`src/rtl/if_stage_pkg.sv`:
```
// Shared types and constants for the instruction-fetch stage.
package if_stage_pkg;

  localparam logic [63:0] PC_RESET = 64'h0000_0000_8000_0000;
  localparam logic [31:0] INST_NOP = 32'h0000_0013;

  typedef enum logic [1:0] {
    S_REQ  = 2'd0,
    S_WAIT = 2'd1,
    S_DROP = 2'd2,
    S_HOLD = 2'd3
  } if_state_t;

  // Picks the 32-bit instruction word out of a fetched doubleword.
  function automatic logic [31:0] select_word(input logic [63:0] data,
                                              input logic        hi);
    return hi ? data[63:32] : data[31:0];
  endfunction

endpackage

```
`src/rtl/if_stage.sv`:
```
// Instruction-fetch stage: PC owner, single-outstanding imem fetch, decode hand-off.
module if_stage
  import if_stage_pkg::*;
#(
  parameter logic [63:0] RESET_PC = PC_RESET,
  parameter logic [31:0] NOP_INST = INST_NOP
) (
  input  logic        clk,
  input  logic        rst,
  input  logic        redirect_valid,
  input  logic [63:0] redirect_pc,
  input  logic        id_ready,
  output logic        inst_valid,
  output logic [31:0] inst,
  output logic [63:0] inst_addr,
  output logic        inst_fault,
  output logic        imem_req_valid,
  input  logic        imem_req_ready,
  output logic [63:0] imem_req_addr,
  input  logic        imem_resp_valid,
  input  logic [63:0] imem_resp_data,
  input  logic        imem_resp_err
);

  if_state_t   state_q, state_d;
  logic [63:0] pc_q, pc_d;
  logic [31:0] inst_q, inst_d;
  logic [63:0] inst_addr_q, inst_addr_d;
  logic        fault_q, fault_d;

  logic        pc_aligned;
  logic        req_fire;

  assign pc_aligned = (pc_q[1:0] == 2'b00);
  // Request is suppressed for a misaligned PC and while reset is asserted.
  assign imem_req_valid = (state_q == S_REQ) && pc_aligned && !rst;
  assign imem_req_addr  = {pc_q[63:3], 3'b000};
  assign req_fire       = imem_req_valid && imem_req_ready;

  assign inst_valid = (state_q == S_HOLD);
  assign inst       = inst_q;
  assign inst_addr  = inst_addr_q;
  assign inst_fault = fault_q;

  // Next-state, next-PC and decode-buffer update; redirect has top priority.
  always_comb begin
    // NOTE: every signal gets a default first so no path leaves it unassigned, which would infer a latch.
    state_d     = state_q;
    pc_d        = pc_q;
    inst_d      = inst_q;
    inst_addr_d = inst_addr_q;
    fault_d     = fault_q;

    unique case (state_q)
      S_REQ: begin
        if (redirect_valid) begin
          // A request that fired this cycle still owes us a response.
          state_d = req_fire ? S_DROP : S_REQ;
        end else if (!pc_aligned) begin
          state_d     = S_HOLD;
          inst_d      = NOP_INST;
          inst_addr_d = pc_q;
          fault_d     = 1'b1;
        end else if (req_fire) begin
          state_d = S_WAIT;
        end
      end

      S_WAIT: begin
        if (imem_resp_valid) begin
          if (redirect_valid) begin
            state_d = S_REQ;
          end else begin
            state_d     = S_HOLD;
            inst_d      = imem_resp_err ? NOP_INST
                                        : select_word(imem_resp_data, pc_q[2]);
            inst_addr_d = pc_q;
            fault_d     = imem_resp_err;
          end
        end else if (redirect_valid) begin
          state_d = S_DROP;
        end
      end

      S_DROP: begin
        if (imem_resp_valid) state_d = S_REQ;
      end

      S_HOLD: begin
        if (redirect_valid) begin
          state_d = S_REQ;
        end else if (id_ready) begin
          state_d = S_REQ;
          pc_d    = pc_q + 64'd4;
          fault_d = 1'b0;
        end
      end

      default: state_d = S_REQ;
    endcase

    if (redirect_valid) begin
      pc_d    = redirect_pc;
      fault_d = 1'b0;
    end
  end

  // State, PC and decode-buffer registers with asynchronous reset.
  always_ff @(posedge clk or posedge rst) begin
    if (rst) begin
      state_q     <= S_REQ;
      pc_q        <= RESET_PC;
      inst_q      <= NOP_INST;
      inst_addr_q <= RESET_PC;
      fault_q     <= 1'b0;
    end else begin
      // NOTE: non-blocking assignments so every register samples pre-edge values.
      state_q     <= state_d;
      pc_q        <= pc_d;
      inst_q      <= inst_d;
      inst_addr_q <= inst_addr_d;
      fault_q     <= fault_d;
    end
  end

endmodule

```
`config.mk`:
```
export PLATFORM = sky130hd
export DESIGN_NAME = if_stage
export DESIGN_NICKNAME = d
export VERILOG_FILES = /design/src/rtl/if_stage_pkg.sv /design/src/rtl/if_stage.sv
export SDC_FILE = /design/constraint.sdc
export NUM_CORES = 1
export LEC_CHECK = 0
export CAP_MARGIN = 30
export CORE_ASPECT_RATIO = 1.75
export CORE_MARGIN = 2
export CORE_UTILIZATION = 47
export CTS_BUF_LIST = sky130_fd_sc_hd__clkbuf_8
export CTS_CLUSTER_SIZE = 30
export DETAILED_ROUTE_END_ITERATION = 10
export PLACE_DENSITY = 0.83
export SLEW_MARGIN = 25
export SYNTH_ARGS = -nofsm -noshare
export SYNTH_HDL_FRONTEND = slang
export SYNTH_SLANG_ARGS = --single-unit
```
`constraint.sdc`:
```
create_clock -name clk -period 8.38 [get_ports clk]
set_clock_uncertainty 0.1 [all_clocks]
set_input_delay 1.676 -clock clk [delete_from_list [all_inputs] [get_ports clk]]
set_output_delay 1.676 -clock clk [all_outputs]
set_load 0.02 [all_outputs]
```
After elaboration in Yosys (flattened, before gate mapping)
Cells that the tools add are included.
{"block": "totals", "in_bits": 135, "regBits": 163, "latchBits": 0, "mem_count": 0, "elab_cells": 63, "romBits": 0, "mem_bits_rw": 0}
{"block": "op_classes", "mul": 0, "n_lt_le_gt_ge": 0, "muxes": 31, "bitwise_logic": 0, "n_reduce_logical": 14, "addsub": 1, "shifts": 0, "eq_ne": 12, "n_div": 0}
{"cell": "64-bit 2-to-1 mux", "count": 7}
{"cell": "32-bit 2-to-1 mux", "count": 6}
{"cell": "64-bit one-hot mux with 2 select lines", "count": 1}
{"cell": "64-bit by 3-bit adder with 64-bit output, second input constant", "count": 1}
{"cell": "32-bit one-hot mux with 2 select lines", "count": 1}
{"cell": "2-bit 2-to-1 mux", "count": 10}
{"cell": "2-bit != test, second input constant", "count": 5}
{"cell": "3-bit != test, second input constant", "count": 3}
{"cell": "2-bit one-hot mux with 4 select lines", "count": 1}
{"cell": "4-bit AND reduction", "count": 2}
{"cell": "2-bit nonzero test", "count": 3}
{"cell": "5-bit AND reduction", "count": 1}
{"cell": "2-bit equality test, second input constant", "count": 2}
{"cell": "2-bit logical NOT", "count": 2}
{"cell": "1-bit 2-to-1 mux", "count": 4}
{"cell": "4-bit != test, second input constant", "count": 1}
{"cell": "4-bit nonzero test", "count": 1}
{"cell": "1-bit logical AND", "count": 3}
{"cell": "1-bit one-hot mux with 3 select lines", "count": 1}
{"cell": "2-bit by 1-bit equality test with 1-bit output, second input constant", "count": 1}
{"cell": "2-bit AND reduction", "count": 1}
{"cell": "1-bit logical NOT", "count": 1}

Depth between registers and ports, before layout
Gate-level depths: netlist (run 1).
{"block": "depth", "word_depth": 8, "mapped_depth": 8, "mapped_depth_nobuf": 6}

Worst setup path after synthesis (run 1)
Ideal clock, no wire load.
{"block": "synth_timing", "kind": "in2out", "from": "input port rst", "to": "output port imem_req_valid", "stages": 2, "path_buffers": 0, "required_ns": 6.604, "arrival_time_ns": 5.603, "slack_ns": 1.001, "cell_sequence": "inv_1 and2_1"}
{"block": "synth_between", "elab_chain_len": 2}
{"item": "start: declaration", "line": "if_stage.sv:9", "text": "input logic rst,"}
{"item": "1-bit logical NOT (no source line)"}
{"item": "1-bit logical AND", "line": "if_stage.sv:36", "text": "assign imem_req_valid = (state_q == S_REQ) && pc_aligned && !rst;"}
{"item": "end: declaration", "line": "if_stage.sv:17", "text": "output logic imem_req_valid,"}
No other way between the ends.

Worst setup path in the final report (run 1)
Ends and elaborated chain as after synthesis.

==> results by group, run 1 <==
Run status
  – Outcome: completed

Critical path
  – Category of the most critical setup path: primary input to primary output
  – Worst path slowest cell: clkdlybuf4s50_1
  – CP Cell Sequence: clkdlybuf4s50_1 > inv_6 > and2_1 > clkdlybuf4s50_1
  – Critical Path RT: between 6 and 7 ns
  – CP endpoint kind: primary output
  – Critical Path Start Type: primary input
  – Most used cell, CP: clkdlybuf4s50_1
  – CP startpoint: rst
  – CP max stage delay: 0.62 ns
  – R2R Path Start: pc_q[2]
  – Critical path arrival: ~3.3 ns
  – Crit path max fanout: 37

GRT
  – Largest net degree at the start of global routing: 98
  – Number of global-route vias before repair: just over 7000
  – Antenna violations before repair: 1
  – First-pass GRT wire length: between 30000 and 40000 microns
  – Tot GR Track Use: 25.2%
  – GRT Residual Overflow: 0

Clock network
  – CTS max path bufs: 2
  – Clock slew at reported path FFs: 0.07 ns
  – Hold buffer count at CTS: 0
  – CTS resizes: 0
  – H-Tree Level Count: 4
  – CTS sink count: 163
  – CTS Buf Count: 17
  – Setup repair bufs after CTS: 0
  – Clock Latency Late Sink: roughly 0.45 ns
  – Clk root buf: clkbuf_8
  – CTS tree: built

Timing
  – Final Cycle Share: 60.7%
  – RSZ-0062 raised after global routing: no
  – Pins Over Slew Limit: 0
  – Relative slew slack: about two fifths
  – Count of final setup violators: 0
  – Worst Tran Pin Value: 0.878 ns
  – Post-layout minimum cycle time: 5.08 ns
  – Setup tns final: 0 ns
  – Final Hold Fails: 0
  – Achievable frequency: 0.197 GHz
  – Final worst setup slack: 3.30 ns
  – Hold_ws: 0.380 ns

Floorplan
  – Die span in x: 105 microns
  – Die Ht: 181 microns
  – Die ar.: 19100 sq um
  – Row cnt: 64
  – Initial Util: between 40 and 50%
  – Core Area: 17500 sq um
  – Io pins: 298

Detailed routing
  – Residual DRC count: 0
  – Initial DRC Count: 261
  – Final ANT Viol Nets: 0
  – Via density: 5.52
  – Final wirelength: 24200 microns
  – Routed via count: approximately 7000
  – Wirelength per Cell: 19.2 microns
  – First-pass detailed-route iteration total: 4

Synthesis
  – Yosys top cell area share: between 40 and 50%
  – Async SR Flop Fraction: 100%
  – Syn_area_per_cell: approximately 10 sq um
  – Synthesized area: 8440 sq um
  – Synth Warn #: 0
  – Post-synthesis sequential area ratio: roughly half
  – Largest cells by area after synthesis: dfrtp_1 47%, mux2_2 8.8%, buf_4 5.7%
  – Post-synth EDFFs: 0
  – Syn Inst Count: 807
  – Seq cells post-synth: 163
  – Synth Flop Type: dfrtp_1
  – Area leader, netlist: dfrtp_1
  – Unique masters post-synth: 53

Placed design
  – PortBufs: 294
  – Gp weighted congestion: 0.896
  – Place WS: 2.82 ns
  – Placed cell area: ~11000 sq um
  – HPWL after DPL: 17700 microns

Power
  – Clock network power share: 19.7%
  – Sw frac: 35.9%
  – Internal power: 1.92 mW
  – Sequential Power Share: 39.0%
  – Peak supply drop: 0.159 mV
  – Comb pwr share: 41.2%
  – Switching power: 1.08 mW
  – Pwr per Cell Area: 261 nW/um^2
  – LEAKAGE: 4.61 nW

Final layout
  – Most common cell after layout, fill and taps aside: clkdlybuf4s50_1
  – Finished layout cell area: 11500 sq um
  – Area Growth Syn to Fin: 35.8%
  – Final design utilization: between 60% and 70%
  – Nets: between 1000 and 1500
  – Layout cells sized above 1: between 10% and 20%
  – Most frequent cells in the layout: 293 x clkdlybuf4s50_1, 157 x dfrtp_1, 100 x nand2_1, 66 x mux2_2, 50 x o21ai_0

Hold path
  – Hold Path Class: register to register
  – Min-delay src: inst[4]

Flow run
  – Maxcap violations: 0
final cells by class:
| type | count | area [sq um] |
|---|---|---|
| Antenna cell | 1 | 2.50 |
| Inverter | 6 | 27.5 |
| Fill cell | 1391 | 6070 |
| Tap cell | 231 | 289 |
| Clock inverter | 14 | 153 |
| Sequential cell | 163 | 4090 |
| Clock buffer | 18 | 248 |
| Timing Repair Buffer | 301 | 3010 |
| Multi-Input combinational cell | 530 | 3650 |
sequential cells by signal, summed over array words and instances (netlist names):
register / count
inst_addr: 64
state_q: 2
inst_fault: 1
pc_q: 64
inst: 32
synthesized netlist by cell type (4+ instances only):
cell type / instances
a31oi_1: 18
and2_1: 5
and3_1: 12
and4_1: 9
buf_4: 64
clkbuf_1: 36
dfrtp_1: 158
dfstp_2: 5
inv_1: 5
mux2_2: 66
mux2i_1: 32
nand2_1: 100
nand3_1: 27
nand4_1: 29
nor2_1: 30
nor2b_1: 4
nor3_1: 6
nor4_1: 5
o211ai_1: 4
o21ai_0: 50
o31ai_1: 42
or4_1: 17
xnor2_1: 12
xor2_1: 22
power groups by stage:
stage	Combinational [mW]	Sequential, mW	Clock [mW]
after CTS	1.25	1.17	0.605
final	1.23	1.17	0.591
after global routing	1.31	1.20	0.631
after detailed placement	1.24	1.18	0
after floorplan	0.463	1.38	0
after global placement	1.22	1.17	0
critical path, delay by kind of cell:
family / cells / cell delay (ns)
buffers and inverters: 3 / 1.40
AND/OR/NAND/NOR: 1 / 0.23
stage by stage:
stage	power, mW	std cells
after floorplan	1.84	809
after detailed placement	2.43	1230
after global placement	2.39	1230
after CTS	3.02	1262
after global routing	3.14	1264
final	2.99	1264
routing by layer:
metal / vias to the layer above / GRT usage (%) / part of all wire (%)
met4: 0 / 10.7 / 3.7
li1: 3277 / - / -
met3: 53 / 3.93 / 4.4
met5: - / 0 / 0
met2: 243 / 45.7 / 54
met1: 3406 / 28.9 / 38
path summary, 6_finish.rpt:
kind | end | slack [ns] | depth (start not counted)
worst max-delay path | imem_req_valid | 3.30 | 4
worst min register to register | inst[4] | 0.38 | 2
worst max register to register | pc_q[56] | 4.82 | 7
worst min-delay path | inst[4] | 0.38 | 2
max in group asynchronous | pc_q[2] | 5.45 | 3
min in group asynchronous | pc_q[15] | 1.50 | 2
cells by family (layout without fill, tap and decap cells):
family,count (synthesis),count (layout),share of synthesized area [%]
AOI/OAI and AO/OA,129,129,9.72
other,1,4,0.0444
and+or+nand+nor,265,265,16.9
DFF,163,163,48.4
adders and majority gates,1,1,0.148
buffers and inverters,116,339,8.71
xor gates and xnor gates,34,34,3.53
muxes,98,98,12.6
(Power assumes the default switching activity.)
==> run 2: changes to the inputs <==
clock period = 4.95 ns   (was 8.38 ns; I/O delays follow)
==> run 2 against run 1 <==
Sequential power grew 69%. Sequential share of layout area fell by 0.078 points. Final cell count hardly changed.
==> results by group, run 2 (same netlist as run 1, synthesis figures left out) <==
Timing
  – Count of final setup violators: 0 (unchanged)
  – Worst Tran Pin Value: 0.902 ns (was 0.878 ns)
  – RSZ-0062 raised after global routing: no (unchanged)
  – Post-layout minimum cycle time: 3.43 ns
  – Pins Over Slew Limit: 0 (unchanged)
  – Setup tns final: 0 ns (unchanged)
  – Final worst setup slack: 1.52 ns (was 3.30 ns)
  – Achievable frequency: between 0.2 and 0.3 GHz
  – Final Cycle Share: between 60 and 70%
  – Final Hold Fails: 0 (unchanged)
  – Relative slew slack: 39.9% (was 41.5%)

Critical path
  – CP endpoint kind: primary output (unchanged)
  – Crit path max fanout: 13 (was 37)
  – Reg2Reg Capture Point: pc_q[56] (unchanged)
  – R2R Path Start: pc_q[3] (was pc_q[2])
  – Critical Path Start Type: register (was primary input)
  – Critical path arrival: 2.34 ns (was 3.31 ns)
  – Critical Path RT: 3.86 ns (was 6.60 ns)
  – CP startpoint: state_q[0] (was rst)
  – CP Capture Point: imem_req_valid (unchanged)
  – Worst Reg-to-Reg Cells: 6 (was 7)
  – FF-to-FF setup slack: 1.88 ns (was 4.82 ns)
  – Category of the most critical setup path: register to primary output (was primary input to primary output)

Final layout
  – Layout cells sized above 1: 12.6% (was 12.5%)
  – Area Growth Syn to Fin: 36.1% (was 35.8%)
  – Most frequent cells in the layout: 293 x clkdlybuf4s50_1, 157 x dfrtp_1, 100 x nand2_1, 66 x mux2_2, 50 x o21ai_0 (unchanged)
  – Fillers: 1344 (was 1391)
  – Final design utilization: 65.5% (was 65.4%)
  – Nets: 1157 (was 1155)
  – Non-Filler Instances: 1265 (was 1264)
  – Antenna cells: 0 (was 1)
  – Most common cell after layout, fill and taps aside: clkdlybuf4s50_1 (unchanged)

Clock network
  – CTS resizes: 0 (unchanged)
  – H-Tree Level Count: 4 (unchanged)
  – Clk root buf: clkbuf_8 (unchanged)
  – CTS max path bufs: 2 (unchanged)
  – Hold buffer count at CTS: 0 (unchanged)
  – Setup repair bufs after CTS: 0 (unchanged)
  – Clock slew at reported path FFs: 0.09 ns (was 0.07 ns)
  – CTS tree: built (unchanged)
  – CTS sink count: 163 (unchanged)
  – Clock Latency Late Sink: 0.47 ns (was 0.45 ns)
  – CTS Buf Count: 17 (unchanged)

Placed design
  – Gp weighted congestion: 0.879 (was 0.896)
  – HPWL after DPL: 17600 microns (was 17700 microns)
  – PortBufs: 294 (unchanged)
  – Dpl cells: 1233 (was 1230)
  – Place WS: 1.07 ns (was 2.82 ns)

Detailed routing
  – Final ANT Viol Nets: 0 (unchanged)
  – Wirelength per Cell: 19.2 microns (about the same)
  – Final wirelength: 24300 microns (was 24200 microns)
  – First-pass detailed-route iteration total: 4 (unchanged)
  – Routed via count: 7018 (was 6979)
  – Initial DRC Count: 406 (was 261)
  – Residual DRC count: 0 (unchanged)
  – Via density: 5.55 (was 5.52)

Run status
  – Outcome: completed (unchanged)

Floorplan
  – Row cnt: 64 (unchanged)
  – Initial Util: 48.1% (unchanged)
  – Core Area: 17500 sq um (unchanged)
  – Die ar.: 19100 sq um (unchanged)
  – Io pins: 298 (unchanged)
  – Die Ht: 181 microns (unchanged)
  – Die span in x: 105 microns (unchanged)

Flow run
  – Maxcap violations: 0 (unchanged)

Power
  – LEAKAGE: 4.63 nW (was 4.61 nW)
  – Peak supply drop: 0.283 mV (was 0.159 mV)
  – Pwr per Cell Area: 446 nW/um^2 (was 261 nW/um^2)

GRT
  – Tot GR Track Use: 25.6% (was 25.2%)
  – Number of global-route vias before repair: 6892 (was 7124)
  – Largest net degree at the start of global routing: 98 (unchanged)
  – GRT Residual Overflow: 0 (unchanged)
  – Antenna violations before repair: 0 (was 1)
  – First-pass GRT wire length: 38100 microns (was 38000 microns)

Hold path
  – Hold Path Class: register to register (unchanged)
-- run 2: cell types whose count changed in the layout (fill, tap and decap cells not counted), sizes merged --
cell	change
diode	-1
buf	+2
bufinv	+1
clkinv	+2
inv	-4
clkbuf	+1
-- run 2: critical path, cell delays in order (launching register included) --
cell and delay, ns:
dfrtp_1 0.50, nor4_1 0.54, and2_1 0.23, clkdlybuf4s50_1 0.60
-- run 2: stage by stage --
stage | area (sq um) | hold WS, ns | total power [mW]
detailed placement | 11100 | 0.365 | 4.11
CTS | 11500 | 0.384 | 5.16
global placement | 11100 | 0.358 | 4.06
global route | 11500 | 0.407 | 5.37
finish | 11500 | 0.378 | 5.12
floorplan | 8450 | 0.412 | 3.12
-- run 2: power by group --
part	switching, mW	internal [mW]	leakage, nW
clock network	0.522	0.525	0.219
registers	0.266	1.71	1.99
logic	1.02	1.07	2.42
total	1.81	3.31	4.63
-- run 2: worst min-delay path by stage --
stage	startpoint	slack, ns	depth (start not counted)	to
2_1_floorplan	inst[0]	0.41	2	inst[0]
3_3_place_gp	inst[15]	0.36	2	inst[15]
3_5_place_dp	inst[15]	0.36	2	inst[15]
4_1_cts	inst[22]	0.38	2	inst[22]
5_1_grt	inst[27]	0.41	2	inst[27]
6_report	inst[22]	0.38	2	inst[22]
-- run 2: final cells by class --
| class | count | area, sq um | area share (%) |
|---|---|---|---|
| Inverter | 6 | 26.3 | 0.229 |
| Timing Repair Buffer | 303 | 3030 | 26.3 |
| Sequential cell | 163 | 4090 | 35.6 |
| Tap cell | 231 | 289 | 2.52 |
| Clock inverter | 13 | 159 | 1.38 |
| Multi-Input combinational cell | 530 | 3640 | 31.7 |
| Clock buffer | 19 | 262 | 2.28 |
-- run 2: layer usage --
metal,up-vias,GRT usage (%),wire [microns]
met1,3448,29.7,9150
met5,-,0,0
li1,3283,-,-
met2,250,46.5,13300
met4,0,9.01,540
met3,37,4.65,1280
==> run 3: changes to the inputs <==
clock period = 3.5 ns   (was 4.95 ns; I/O delays follow)
==> run 3 against run 2 <==
First-iteration DRC count down 10%. Final cell count up 0.79%. Sequential share of layout area down 0.16 points. Global-route usage up 0.26 points. Flip-flop and latch count unchanged. Wire length up 1.3%. Clock-buffer cell count up 2. Non-clock buffer count up 7. Sequential power up 41%. Via count up 0.14%. Clock power up 30%. Critical endpoint unchanged. Largest power group unchanged.
==> results by group, run 3 (same netlist as run 1, synthesis figures left out) <==
Critical path
  – CP endpoint kind: primary output (unchanged)
  – Critical Path Start Type: register (unchanged)
  – Category of the most critical setup path: register to primary output (unchanged)
  – Crit path max fanout: 13 (unchanged)
  – Critical path arrival: 2.43 ns (was 2.34 ns)
  – Critical Path RT: 2.70 ns (was 3.86 ns)

GRT
  – First-pass GRT wire length: 38700 microns (was 38100 microns)
  – Tot GR Track Use: 25.8% (was 25.6%)
  – M3 GR Usage: 4.94% (was 4.65%)
  – Largest net degree at the start of global routing: 164 (was 98)
  – GRT busiest layer: met2 (unchanged)
  – GRT Residual Overflow: 0 (unchanged)
  – Grt met1 use: 29.8% (was 29.7%)
  – Antenna violations before repair: 3 (was 0)
  – Number of global-route vias before repair: 7096 (was 6892)
  – Met2 Use GR: 45.6% (was 46.5%)

Timing
  – Pins Over Slew Limit: 0 (unchanged)
  – Count of final setup violators: 0 (unchanged)
  – Setup tns final: 0 ns (unchanged)
  – Relative slew slack: 36.3% (was 39.9%)
  – Achievable frequency: just over 0.3 GHz
  – RSZ-0062 raised after global routing: no (unchanged)
  – Final Hold Fails: 0 (unchanged)
  – Hold_ws: 0.381 ns (was 0.378 ns)
  – Final Cycle Share: 92.2%
  – Post-layout minimum cycle time: ~3.2 ns
  – Worst Tran Pin Value: 0.956 ns (was 0.902 ns)

Floorplan
  – Core Area: 17500 sq um (unchanged)
  – Io pins: 298 (unchanged)
  – Initial Util: 48.1% (unchanged)
  – Die ar.: 19100 sq um (unchanged)
  – Die Ht: 181 microns (unchanged)
  – Die span in x: 105 microns (unchanged)
  – Row cnt: 64 (unchanged)

Final layout
  – Area Growth Syn to Fin: 36.7% (was 36.1%)
  – Multi-input gate area: 3640 sq um (unchanged)
  – Layout cells sized above 1: 13.3% (was 12.6%)
  – Most common cell after layout, fill and taps aside: clkdlybuf4s50_1 (unchanged)
  – Fillers: 1358 (was 1344)
  – Final design utilization: 65.8% (was 65.5%)
  – Nets: 1164 (was 1157)
  – Non-Filler Instances: 1275 (was 1265)
  – Register Area: 4090 sq um (unchanged)
  – Most frequent cells in the layout: 293 x clkdlybuf4s50_1, 157 x dfrtp_1, 100 x nand2_1, 66 x mux2_2, 50 x o21ai_0 (unchanged)

Placed design
  – HPWL after DPL: 18000 microns (was 17600 microns)
  – Gp weighted congestion: 0.862 (was 0.879)
  – PortBufs: 294 (unchanged)
  – Dpl cells: 1240 (was 1233)

Detailed routing
  – Final ANT Viol Nets: 0 (unchanged)
  – Via density: 5.51 (was 5.55)
  – Wirelength per Cell: 19.3 microns (was 19.2 microns)
  – Final wirelength: 24600 microns (was 24300 microns)
  – Routed via count: 7028 (was 7018)
  – Initial DRC Count: 365 (was 406)
  – First-pass detailed-route iteration total: 5 (was 4)
  – Residual DRC count: 0 (unchanged)

Power
  – Sw frac: 35.7% (was 35.3%)
  – Pwr per Cell Area: 619 nW/um^2 (was 446 nW/um^2)
  – Comb pwr share: 41.8% (was 40.9%)
  – Switching power: 2.55 mW (was 1.81 mW)
  – Sequential Power Share: 39.2% (was 38.6%)
  – LEAKAGE: 4.66 nW (was 4.63 nW)
  – Internal power: 4.59 mW (was 3.31 mW)
  – Clock network power share: 19.0% (was 20.5%)
  – Peak supply drop: 0.380 mV (was 0.283 mV)

Hold path
  – Hold Path Class: register to register (unchanged)

Clock network
  – Clk root buf: clkbuf_8 (unchanged)
  – Clock slew at reported path FFs: 0.08 ns (was 0.09 ns)
  – Setup repair bufs after CTS: 0 (unchanged)
  – CTS resizes: 0 (unchanged)
  – Hold buffer count at CTS: 0 (unchanged)
  – CTS max path bufs: 2 (unchanged)
  – CTS Buf Count: 17 (unchanged)
  – CTS tree: built (unchanged)
  – H-Tree Level Count: 4 (unchanged)
  – Clock Latency Late Sink: 0.45 ns (was 0.47 ns)
  – CTS sink count: 163 (unchanged)

Run status
  – Outcome: completed (unchanged)

Flow run
  – Maxcap violations: 0 (unchanged)
[run 3: changes by cell type in the layout (fill, tap and decap cells not counted)]
cell        delta
bufinv_16      -2
diode_2        +3
inv_1          -1
buf_12         +2
clkinv_2       -1
clkbuf_8       +2
buf_4          +7
clkinvlp_4     +2
buf_6          -2
inv_6          -1
clkinv_4       +1
[run 3: area by class of cell]
| class | count | area share, % |
|---|---|---|
| flip-flops and latches | 163 | 35.4 |
| inverters | 6 | 0.228 |
| repair buffers | 310 | 26.8 |
| well taps | 231 | 2.50 |
| multi-input cells | 530 | 31.6 |
| clock inverters | 11 | 0.911 |
| clock buffers | 21 | 2.50 |
| diodes | 3 | 0.0651 |
[run 3: metrics by stage]
| stage | total power, mW | area, sq um | setup WS (ns) |
|---|---|---|---|
| after floorplan | 4.42 | 8450 | -0.902 |
| after global placement | 5.76 | 11100 | 0.341 |
| after detailed placement | 5.83 | 11100 | 0.273 |
| after CTS | 7.21 | 11500 | 0.217 |
| after global routing | 7.50 | 11500 | 0.165 |
| final | 7.14 | 11500 | 0.274 |
[run 3: final timing paths]
kind / start / end / slack, ns / cells past startpoint
worst max-delay path: state_q[0] / imem_req_valid / 0.27 / 3
worst min-delay path: inst[23] / inst[23] / 0.38 / 2
worst max register to register: pc_q[2] / pc_q[57] / 0.78 / 6
worst min register to register: inst[23] / inst[23] / 0.38 / 2
max in group asynchronous: rst / pc_q[2] / 1.72 / 3
min in group asynchronous: rst / pc_q[20] / 0.74 / 3
[run 3: metal layers]
metal  up-vias  routed length, microns
met4         0                     988
met5         -                       0
li1       3291                       -
met3        52                    1280
met2       259                   13100
met1      3426                    9190
[run 3: critical path, cell delays in order, from the launching register on]
cell and delay, ns:
dfrtp_1 0.50, nor4_1 0.61, and2_1 0.26, clkdlybuf4s50_1 0.62
[run 3: power by group through the flow]
stage	Clock (mW)	Combinational, mW	Sequential (mW)
2_1_floorplan	0	1.11	3.31
3_3_place_gp	0	2.95	2.80
3_5_place_dp	0	3.00	2.83
4_1_cts	1.40	3.01	2.80
5_1_grt	1.47	3.15	2.87
6_report	1.36	2.98	2.80
